--- src/rtl/panel_pkg.sv ---
// Shared encodings for the panel scroll controller.
package panel_pkg;
  localparam int DIGIT_W_DEF  = 7;
  localparam int N_DIGITS_DEF = 4;

  typedef enum logic [2:0] {
    ST_IDLE  = 3'd0,
    ST_LOAD  = 3'd1,
    ST_WAIT  = 3'd2,
    ST_SHIFT = 3'd3,
    ST_BLINK = 3'd4,
    ST_HOLD  = 3'd5
  } state_e;

  typedef enum logic [1:0] {
    MODE_STATIC = 2'b00,
    MODE_LEFT   = 2'b01,
    MODE_RIGHT  = 2'b10,
    MODE_BLINK  = 2'b11
  } mode_e;

  typedef enum logic [1:0] {
    OP_HOLD  = 2'b00,
    OP_RIGHT = 2'b01,
    OP_LEFT  = 2'b10,
    OP_LOAD  = 2'b11
  } reg_op_e;
endpackage

--- src/rtl/panel_tick_gen.sv ---
// Base-tick prescaler: free-runs while enabled, parked at zero otherwise.
module panel_tick_gen #(
  parameter int TICK_DIV = 50000
) (
  input  logic clk,
  input  logic clr,
  input  logic en,
  output logic tick
);
  localparam int CW = (TICK_DIV > 2) ? $clog2(TICK_DIV) : 1;
  localparam logic [CW-1:0] LAST = CW'(TICK_DIV - 1);

  logic [CW-1:0] cnt_q, cnt_d;

  // next count: wrap at LAST, restart from zero whenever disabled
  always_comb begin
    cnt_d = '0;
    if (en && cnt_q != LAST) cnt_d = cnt_q + 1'b1;
  end

  // count register
  always_ff @(posedge clk or posedge clr) begin
    if (clr) cnt_q <= '0;
    else     cnt_q <= cnt_d;
  end

  assign tick = en && (cnt_q == LAST);
endmodule

--- src/rtl/panel_scroll_ctrl.sv ---
// Display scroll/blink sequencer driving an external shift register.
module panel_scroll_ctrl
  import panel_pkg::*;
#(
  parameter int TICK_DIV = 50000,
  parameter int DIGIT_W  = DIGIT_W_DEF,
  parameter int N_DIGITS = N_DIGITS_DEF,
  localparam int W       = DIGIT_W * N_DIGITS
) (
  input  logic         clk,
  input  logic         clr,
  input  logic         start,
  input  logic         stop,
  input  logic [1:0]   mode,
  input  logic [3:0]   speed,
  input  logic [W-1:0] msg,
  input  logic [W-1:0] reg_q,
  output logic         reg_load,
  output logic [1:0]   reg_s,
  output logic [W-1:0] reg_d,
  output logic         reg_m_sig,
  output logic         busy,
  output logic         done
);
  localparam int BW  = (DIGIT_W  > 1) ? $clog2(DIGIT_W)  : 1;
  localparam int DGW = (N_DIGITS > 1) ? $clog2(N_DIGITS) : 1;

  state_e         state_q, state_d;
  mode_e          mode_q;
  logic [W-1:0]   msg_q;
  logic [3:0]     speed_q, tick_cnt_q;
  logic [BW-1:0]  bit_q;
  logic [DGW-1:0] dig_q;
  logic           show_q, stop_pend_q, done_q;
  logic           tick, bit_last, dig_last;
  reg_op_e        op;
  logic           unused_reg_bits;

  // only the two end bits of the register feed the serial input
  assign unused_reg_bits = ^reg_q[W-2:1];

  assign bit_last = (bit_q == BW'(DIGIT_W - 1));
  assign dig_last = (dig_q == DGW'(N_DIGITS - 1));
  assign busy     = (state_q != ST_IDLE);
  assign done     = done_q;

  panel_tick_gen #(.TICK_DIV(TICK_DIV)) u_tick (
    .clk  (clk),
    .clr  (clr),
    .en   (busy),
    .tick (tick)
  );

  // state register
  always_ff @(posedge clk or posedge clr) begin
    if (clr) state_q <= ST_IDLE;
    else     state_q <= state_d;
  end

  // next-state; a stop during a shift burst waits for digit alignment
  always_comb begin
    state_d = state_q;
    case (state_q)
      ST_IDLE:  if (start && !stop) state_d = ST_LOAD;
      ST_LOAD:  state_d = stop ? ST_IDLE : (mode_q == MODE_STATIC) ? ST_HOLD : ST_WAIT;
      ST_WAIT:  if (stop) state_d = ST_IDLE;
                else if (tick && tick_cnt_q == speed_q)
                  state_d = (mode_q == MODE_BLINK) ? ST_BLINK : ST_SHIFT;
      ST_SHIFT: if (bit_last) state_d = (stop || stop_pend_q) ? ST_IDLE : ST_WAIT;
      ST_BLINK: state_d = stop ? ST_IDLE : ST_WAIT;
      ST_HOLD:  if (stop) state_d = ST_IDLE;
      default:  state_d = ST_IDLE;
    endcase
  end

  // run latches, step/bit/digit counters, blink phase and done pulse
  always_ff @(posedge clk or posedge clr) begin
    if (clr) begin
      msg_q       <= '0;
      mode_q      <= MODE_STATIC;
      speed_q     <= '0;
      tick_cnt_q  <= '0;
      bit_q       <= '0;
      dig_q       <= '0;
      show_q      <= 1'b0;
      stop_pend_q <= 1'b0;
      done_q      <= 1'b0;
    end else begin
      done_q <= 1'b0;
      case (state_q)
        ST_IDLE: if (start && !stop) begin
          msg_q   <= msg;
          mode_q  <= mode_e'(mode);
          speed_q <= speed;
          show_q  <= 1'b0;
          dig_q   <= '0;
        end
        ST_WAIT: begin
          if (state_d != ST_WAIT) tick_cnt_q <= '0;
          else if (tick)          tick_cnt_q <= tick_cnt_q + 4'd1;
        end
        ST_SHIFT: begin
          if (stop) stop_pend_q <= 1'b1;
          if (bit_last) begin
            bit_q       <= '0;
            stop_pend_q <= 1'b0;
            dig_q       <= dig_last ? '0 : dig_q + 1'b1;
            done_q      <= dig_last;
          end else begin
            bit_q <= bit_q + 1'b1;
          end
        end
        ST_BLINK: begin
          show_q <= !show_q;
          done_q <= show_q;
        end
        default: ;
      endcase
    end
  end

  // register-port decode from state; serial bit follows the rotate direction
  always_comb begin
    op        = OP_HOLD;
    reg_d     = '0;
    reg_m_sig = 1'b0;
    case (state_q)
      ST_LOAD: begin
        op    = OP_LOAD;
        reg_d = msg_q;
      end
      ST_BLINK: begin
        op    = OP_LOAD;
        reg_d = show_q ? msg_q : '0;
      end
      ST_SHIFT: begin
        if (mode_q == MODE_LEFT) begin
          op        = OP_LEFT;
          reg_m_sig = reg_q[W-1];
        end else begin
          op        = OP_RIGHT;
          reg_m_sig = reg_q[0];
        end
      end
      default: ;
    endcase
  end

  assign reg_s    = op;
  assign reg_load = (op == OP_LOAD);
endmodule

--- config.mk ---
export PLATFORM = sky130hd
export DESIGN_NAME = panel_scroll_ctrl
export DESIGN_NICKNAME = d
export VERILOG_FILES = /design/src/rtl/panel_pkg.sv /design/src/rtl/panel_tick_gen.sv /design/src/rtl/panel_scroll_ctrl.sv
export SDC_FILE = /design/constraint.sdc
export NUM_CORES = 1
export LEC_CHECK = 0
export ABC_AREA = 1
export BUFFER_PORTS_ARGS = -buffer_cell sky130_fd_sc_hd__buf_2
export CAP_MARGIN = 5
export CORE_UTILIZATION = 48
export CTS_CLUSTER_SIZE = 16
export DETAILED_ROUTE_END_ITERATION = 8
export PLACE_DENSITY = 0.76
export SLEW_MARGIN = 20
export SYNTH_ARGS = -nofsm -noshare
export SYNTH_HDL_FRONTEND = slang
export SYNTH_SLANG_ARGS = --single-unit
--- constraint.sdc ---
create_clock -name clk -period 2.4 [get_ports clk]
set_clock_uncertainty 0.05 [all_clocks]
set_input_delay 0.12 -clock clk [delete_from_list [all_inputs] [get_ports clk]]
set_output_delay 0.12 -clock clk [all_outputs]
set_load 0.01 [all_outputs]
Yosys cells after proc, flatten, opt, wreduce, memory -nomap -nowiden
Index checks and enable logic that the tools add are counted.

Register bits: 65. Input bits: 66.

Reduce and logical (&&, ||, !) cells: 20. Eq/ne operators: 16. Add/subtract/negate cells: 4. Muxes and demuxes: 31.

Operator list (count): 28-bit case mux with 2 select lines (1); 28-bit two-way mux (1); 3-bit two-way mux (9); 3-bit case mux with 6 select lines (1); 16-bit by 1-bit adder with 16-bit output (second input constant) (1); 16-bit == test (second input constant) (1); 16-bit two-way mux (1); 16-bit inequality test (second input constant) (1); 2-bit two-way mux (6); 3-bit == test (second input constant) (3); 4-bit two-way mux (2); 2-bit case mux with 2 select lines (2); 2-bit AND reduction (4); 2-bit nonzero test (4); 2-bit == test (second input constant) (3); 3-bit by 2-bit == test with 1-bit output (second input constant) (2); 1-bit two-way mux (6); 4-bit by 1-bit adder with 4-bit output (second input constant) (1); 4-bit == test (1); 1-bit logical AND (4); 2-bit inequality test (second input constant) (2); 1-bit case mux with 2 select lines (2); 3-bit by 1-bit adder with 3-bit output (second input constant) (1); 3-bit by 1-bit == test with 1-bit output (second input constant) (1); 10 further kinds (11).

Depth between registers and ports, before layout
Depth in word-level cells: 9. Depth in mapped cells: 15.

Modules after synthesis
From an unflattened synthesis, not the netlist that was laid out.

Cells, all modules: 421. Area total of the unflattened synthesis: 3290.7 µm².

Modules (own cells, without submodules): panel_scroll_ctrl (times used 1, sequential area each 1226.2 µm², area an instance 2378.5 µm², cells each 301); panel_tick_gen (times used 1, sequential area each 400.4 µm², area an instance 912.1 µm², cells each 120).

Worst setup path after synthesis
No wires, ideal clock.

Path type: flip-flop to flip-flop. Start: register u_tick.cnt_q[0]. End: register tick_cnt_q[0]. Setup slack: 0.698 ns. Cell stages (with the launch flop): 15. Path buffers: 0. Arrival: 1.533 ns. Clock period less this slack: 1.702 ns. Path through: dfrtp_1 > ha_1 > nand3_2 > nor2_4 > nand2_4 > nor2_8 > nand3_2 > nand2_1 > nand2_1 > nand2_2 > nand2_2 > nand3_2 > nand2_2 > nand2_1 > nand2_1.

Longest elaborated chain between the ends: 9. Elaborated cells on any way between the ends: 10. Classes of those cells: 2 x eq/ne; 4 x mux; 4 x reduce/logical.

Ends and longest elaborated chain: start, declared (line panel_tick_gen.sv:13) `logic [CW-1:0] cnt_q, cnt_d;`; start signal, assigned (line panel_tick_gen.sv:24) `else cnt_q <= cnt_d;`; 16-bit == test (*) (line panel_tick_gen.sv:27) `assign tick = en && (cnt_q == LAST);`; 1-bit logical AND (*) (line panel_tick_gen.sv:27); 1-bit logical AND (*) (line panel_scroll_ctrl.sv:67) `else if (tick && tick_cnt_q == speed_q)`; 3-bit two-way mux (*) (line panel_scroll_ctrl.sv:67); 3-bit two-way mux (*) (line panel_scroll_ctrl.sv:66) `ST_WAIT: if (stop) state_d = ST_IDLE;`; 3-bit case mux with 6 select lines (*) (line panel_scroll_ctrl.sv:63) `case (state_q)`; named net state_d[1] (line panel_scroll_ctrl.sv:28) `state_e state_q, state_d;`; 3-bit by 2-bit inequality test with 1-bit output (*) (line panel_scroll_ctrl.sv:99) `if (state_d != ST_WAIT) tick_cnt_q <= '0;`; 2-bit nonzero test (no line); 2-bit AND reduction (no line); end signal, assigned (line panel_scroll_ctrl.sv:100) `else if (tick) tick_cnt_q <= tick_cnt_q + 4'd1;`; end, declared (line panel_scroll_ctrl.sv:31) `logic [3:0] speed_q, tick_cnt_q;`.

Mark *: on every way through the listed nets, which the timed path passes. The rest lies on a longest branch. A chain may end at the register's enable or synchronous reset.

Worst setup path in the final report
Start: register state_q[0]. End: output port reg_d[3].

Longest elaborated chain between the ends: 2. Elaborated cells on any way between the ends: 3. Classes of those cells: 2 x eq/ne; 1 x mux.

Ends and longest elaborated chain: start, declared (line panel_scroll_ctrl.sv:28); start signal, assigned (line panel_scroll_ctrl.sv:57) `else state_q <= state_d;`; 3-bit == test / 3-bit by 1-bit == test with 1-bit output (equally long branches) (line panel_scroll_ctrl.sv:127) `case (state_q)`; 28-bit case mux with 2 select lines (*) (line panel_scroll_ctrl.sv:127); end, declared (line panel_scroll_ctrl.sv:20) `output logic [W-1:0] reg_d,`.

Mark *: on every way between the ends. The rest lies on a longest branch, timed or not.

==> reports/results.tsv <==
stage	metric	value	unit
floorplan	ios	100	
worst_setup_path	path_buf_inv	2	
grt	grt_antenna_before_repair	0	
floorplan	die_w	83.5	um
grt	grt_pass1_wl	12.2	mm
sta	max_slew_margin	52.8	%
cts	insertion_delay	350	ps
sta	finalSetupTns	0	ps
cells_and_area	num_antenna_cells	0	
floorplan	initial_core_util	50.0	%
pwr	p_per_area	932	nW/um^2
worst_setup_path	slowest_stage	dfrtp_1	
floorplan	die_h	83.5	um
worst_setup_path	max_stage_delay	450	ps
yosys	ys_seq_area_share	51.0	%
cells_and_area	stdcell_count	572	
sta	grt_setup_unrepaired	false	
detailed_routing	postRouteAntennaNets	0	
sta	hold_viol	0	
cts	root_buffer	clkbuf_8	
cells_and_area	seqCellArea	1630	sq um
cells_and_area	drive_gt1_share	25.9	%
worst_setup_path	cp-end-kind	output pin	
floorplan	rows	29	
placement	placed_area	3650	sq um
placement	place_ws	466	ps
yosys	synth_area_per_cell	8.44	sq um
min_path	hold-path-endpoint	stop_pend_q	
cells_and_area	final_nets	559	
cts	clock_sinks	65	
worst_setup_path	cp_max_fo	28	
sta	fin_crit_sh	90.0	%
sta	finalMaxSlewViolations	0	
floorplan	die-area	6980	sq um
min_path	whs_path_depth	4	
cells_and_area	multi_input_comb_area	1300	sq um
cts	cts_htree_levels	3	
cells_and_area	area_growth	30.5	%
grt	grt_max_degree	54	
sta	fmaxAchievable	0.463	GHz
yosys	yosysUniqueCellTypes	33	
sta	worst_pin_slew	707	ps
worst_setup_path	crit_path_start_kind	register	
status	status	finished, final reports clean	
placement	dp_hpwl	4.58	mm
sta	setup_viol	0	
sta	fin_crit	2160	ps
worst_setup_path	critPathTopFamily	simple AND/OR/NAND/NOR gates	
worst_setup_path	r2r_cells	10	
floorplan	core_area	6390	sq um
pwr	power.total	3.88	mW
worst_setup_path	reg2reg_to	tick_cnt_q[2]	
cts	cts_buffer_depth	2	
detailed_routing	drt_iter0_markers	171	
worst_setup_path	reg2reg_from	state_q[2]	
worst_setup_path	reg2reg_slack	430	ps
cts	cts_buffers	9	
grt	grt_pass1_vias	2713	
yosys	syn-instance-count	378	
cts	clkTransAtPathRegs	70	ps
detailed_routing	route.detailed.drc	0	
detailed_routing	dr.pass1.iters	4	
placement	place_congestion	0.795	
worst_setup_path	path_cells	nor2_1, nand2_1, o21ai_1, inv_4, nor2_1, buf_2	
detailed_routing	post_drt_wl_per_cell	12.7	um
grt	overflow	0	
placement	dp_cells	521	
worst_setup_path	required	2230	ps
detailed_routing	route.vias.total	2808	
sta	finalWorstSetupSlack	240	ps
detailed_routing	vias_per_cell	4.91	
min_path	hold_class	in -> reg	
worst_setup_path	cp_common_cell	nor2_1	
job	drv_cap	0	
worst_setup_path	worstPathArrival	1990	ps
placement	port_buffers	73	
grt	grt_usage	22.5	%
cells_and_area	design_area	4170	sq um
yosys	ys.warnings.count	0	
pwr	leakage	2.21	nW
yosys	synth_area	3190	sq um
yosys	ys_ff_latch	65	
pwr	vdd_drop_max	0.000698	V
cells_and_area	nFillCells	520	
cts	cts_tree	built	
yosys	synth_nets	447	
min_path	hp-start	stop	
worst_setup_path	critPathKind	reg -> out	
detailed_routing	wl	7.24	mm
==> where the power goes <==
| part | internal, mW | switching [mW] |
|---|---|---|
| Sequential | 1.44 | 0.165 |
| Clock | 0.367 | 0.420 |
| Combinational | 0.559 | 0.934 |
| Total | 2.36 | 1.52 |
==> synthesized netlist by cell type <==
cell	number	share of area, %
nand3_2	7	2.2
o31ai_1	1	0.24
nor3b_2	1	0.39
nand2_1	35	4.1
a21oi_1	41	6.4
xnor2_1	5	1.4
nor2_2	3	0.59
mux2_2	5	1.8
ha_1	3	1.2
nor2_1	83	9.8
a21oi_2	1	0.27
buf_2	7	1.1
nand3_1	14	2.2
xor2_1	3	0.82
o21a_1	2	0.47
inv_1	53	6.2
nor3_4	1	0.51
nand2_4	1	0.35
nand4_1	6	1.2
nor2_4	2	0.71
clkinv_1	1	0.12
inv_2	6	0.71
dfrtp_1	65	51
clkbuf_1	2	0.24
nor3_2	2	0.63
a31oi_1	2	0.39
o211ai_1	2	0.47
o21ai_0	12	1.9
a21boi_0	1	0.24
nand2_2	6	1.2
or2_2	1	0.20
nor2_8	1	0.63
nor3_1	3	0.47
==> registers in the layout (all words and copies together) (netlist names) <==
signal	flops
bit_q	3
dig_q	2
done	1
mode_q	2
msg_q	28
show_q	1
speed_q	4
state_q	3
stop_pend_q	1
tick_cnt_q	4
u_tick.cnt_q	16
==> kinds of logic after synthesis <==
group | synth area share (%)
simple gates | 25.1
buf+inv | 8.39
flops | 51.0
compound gates | 10.4
xor+xnor | 2.20
mux | 1.76
fa+ha+maj | 1.18
==> final cells by class <==
type / count / share of cell area, %
Sequential cell: 65 / 39.1
Multi-Input combinational cell: 244 / 31.1
Timing Repair Buffer: 110 / 18.1
Inverter: 60 / 5.47
Clock buffer: 10 / 3.06
Tap cell: 77 / 2.31
Clock inverter: 6 / 0.841
==> per-layer routing <==
metal,vias to the layer above,GRT usage [%],wire length [um]
met5,-,0,0
met2,71,37.2,3630
met1,1295,27.2,3030
met4,0,11.1,246
li1,1418,-,-
met3,24,6.43,330
==> timing repair <==
item,CTS,global route
resized for setup,0,3
endpoints found under the setup margin,0,2
buffers inserted,0,0
hold buffers,35,0
endpoints found under the hold margin,67,0
==> cells in the final DEF, fill, tap and decap left out, types with 3 or more instances in the layout <==
cell           count
clkinv_2           4
dfrtp_1           65
buf_2             73
mux2_2             5
nand4_1            6
inv_2              6
dlygate4sd3_1     35
o21ai_0           11
nor2_1            83
inv_1             52
nor2_2             3
a21oi_1           41
nand2_2            6
xor2_1             3
xnor2_1            5
nand3_1           14
nand2_1           35
nor3_1             3
ha_1               3
clkbuf_8           9
nand3_2            7
==> worst register-to-register path, stage by stage, from the launching register on <==
cell	delay (ps)
dfrtp_1	500
inv_2	100
nand2_2	110
inv_2	70
nand3_2	280
nand3_1	150
nor2_2	190
inv_2	60
a21oi_2	190
nand4_1	120
nand2_1	90
==> through the flow <==
stage	hold WS (ps)	util, %
after floorplan	220	-
after global placement	221	57.2
after detailed placement	236	57.2
after CTS	71.0	65.2
after global routing	95.5	65.2
final	90.1	65.2
==> worst max path at each step <==
stage,startpoint,to,slack [ps],cells after the start
final,state_q[0],reg_d[3],240,6
after global routing,state_q[0],reg_d[11],100,6
after CTS,state_q[0],reg_d[3],180,6
after detailed placement,state_q[2],tick_cnt_q[2],470,10
after global placement,state_q[2],tick_cnt_q[3],540,10
after floorplan,clr,bit_q[0],600,1
Note: power is estimated with default switching activity, not from simulation.
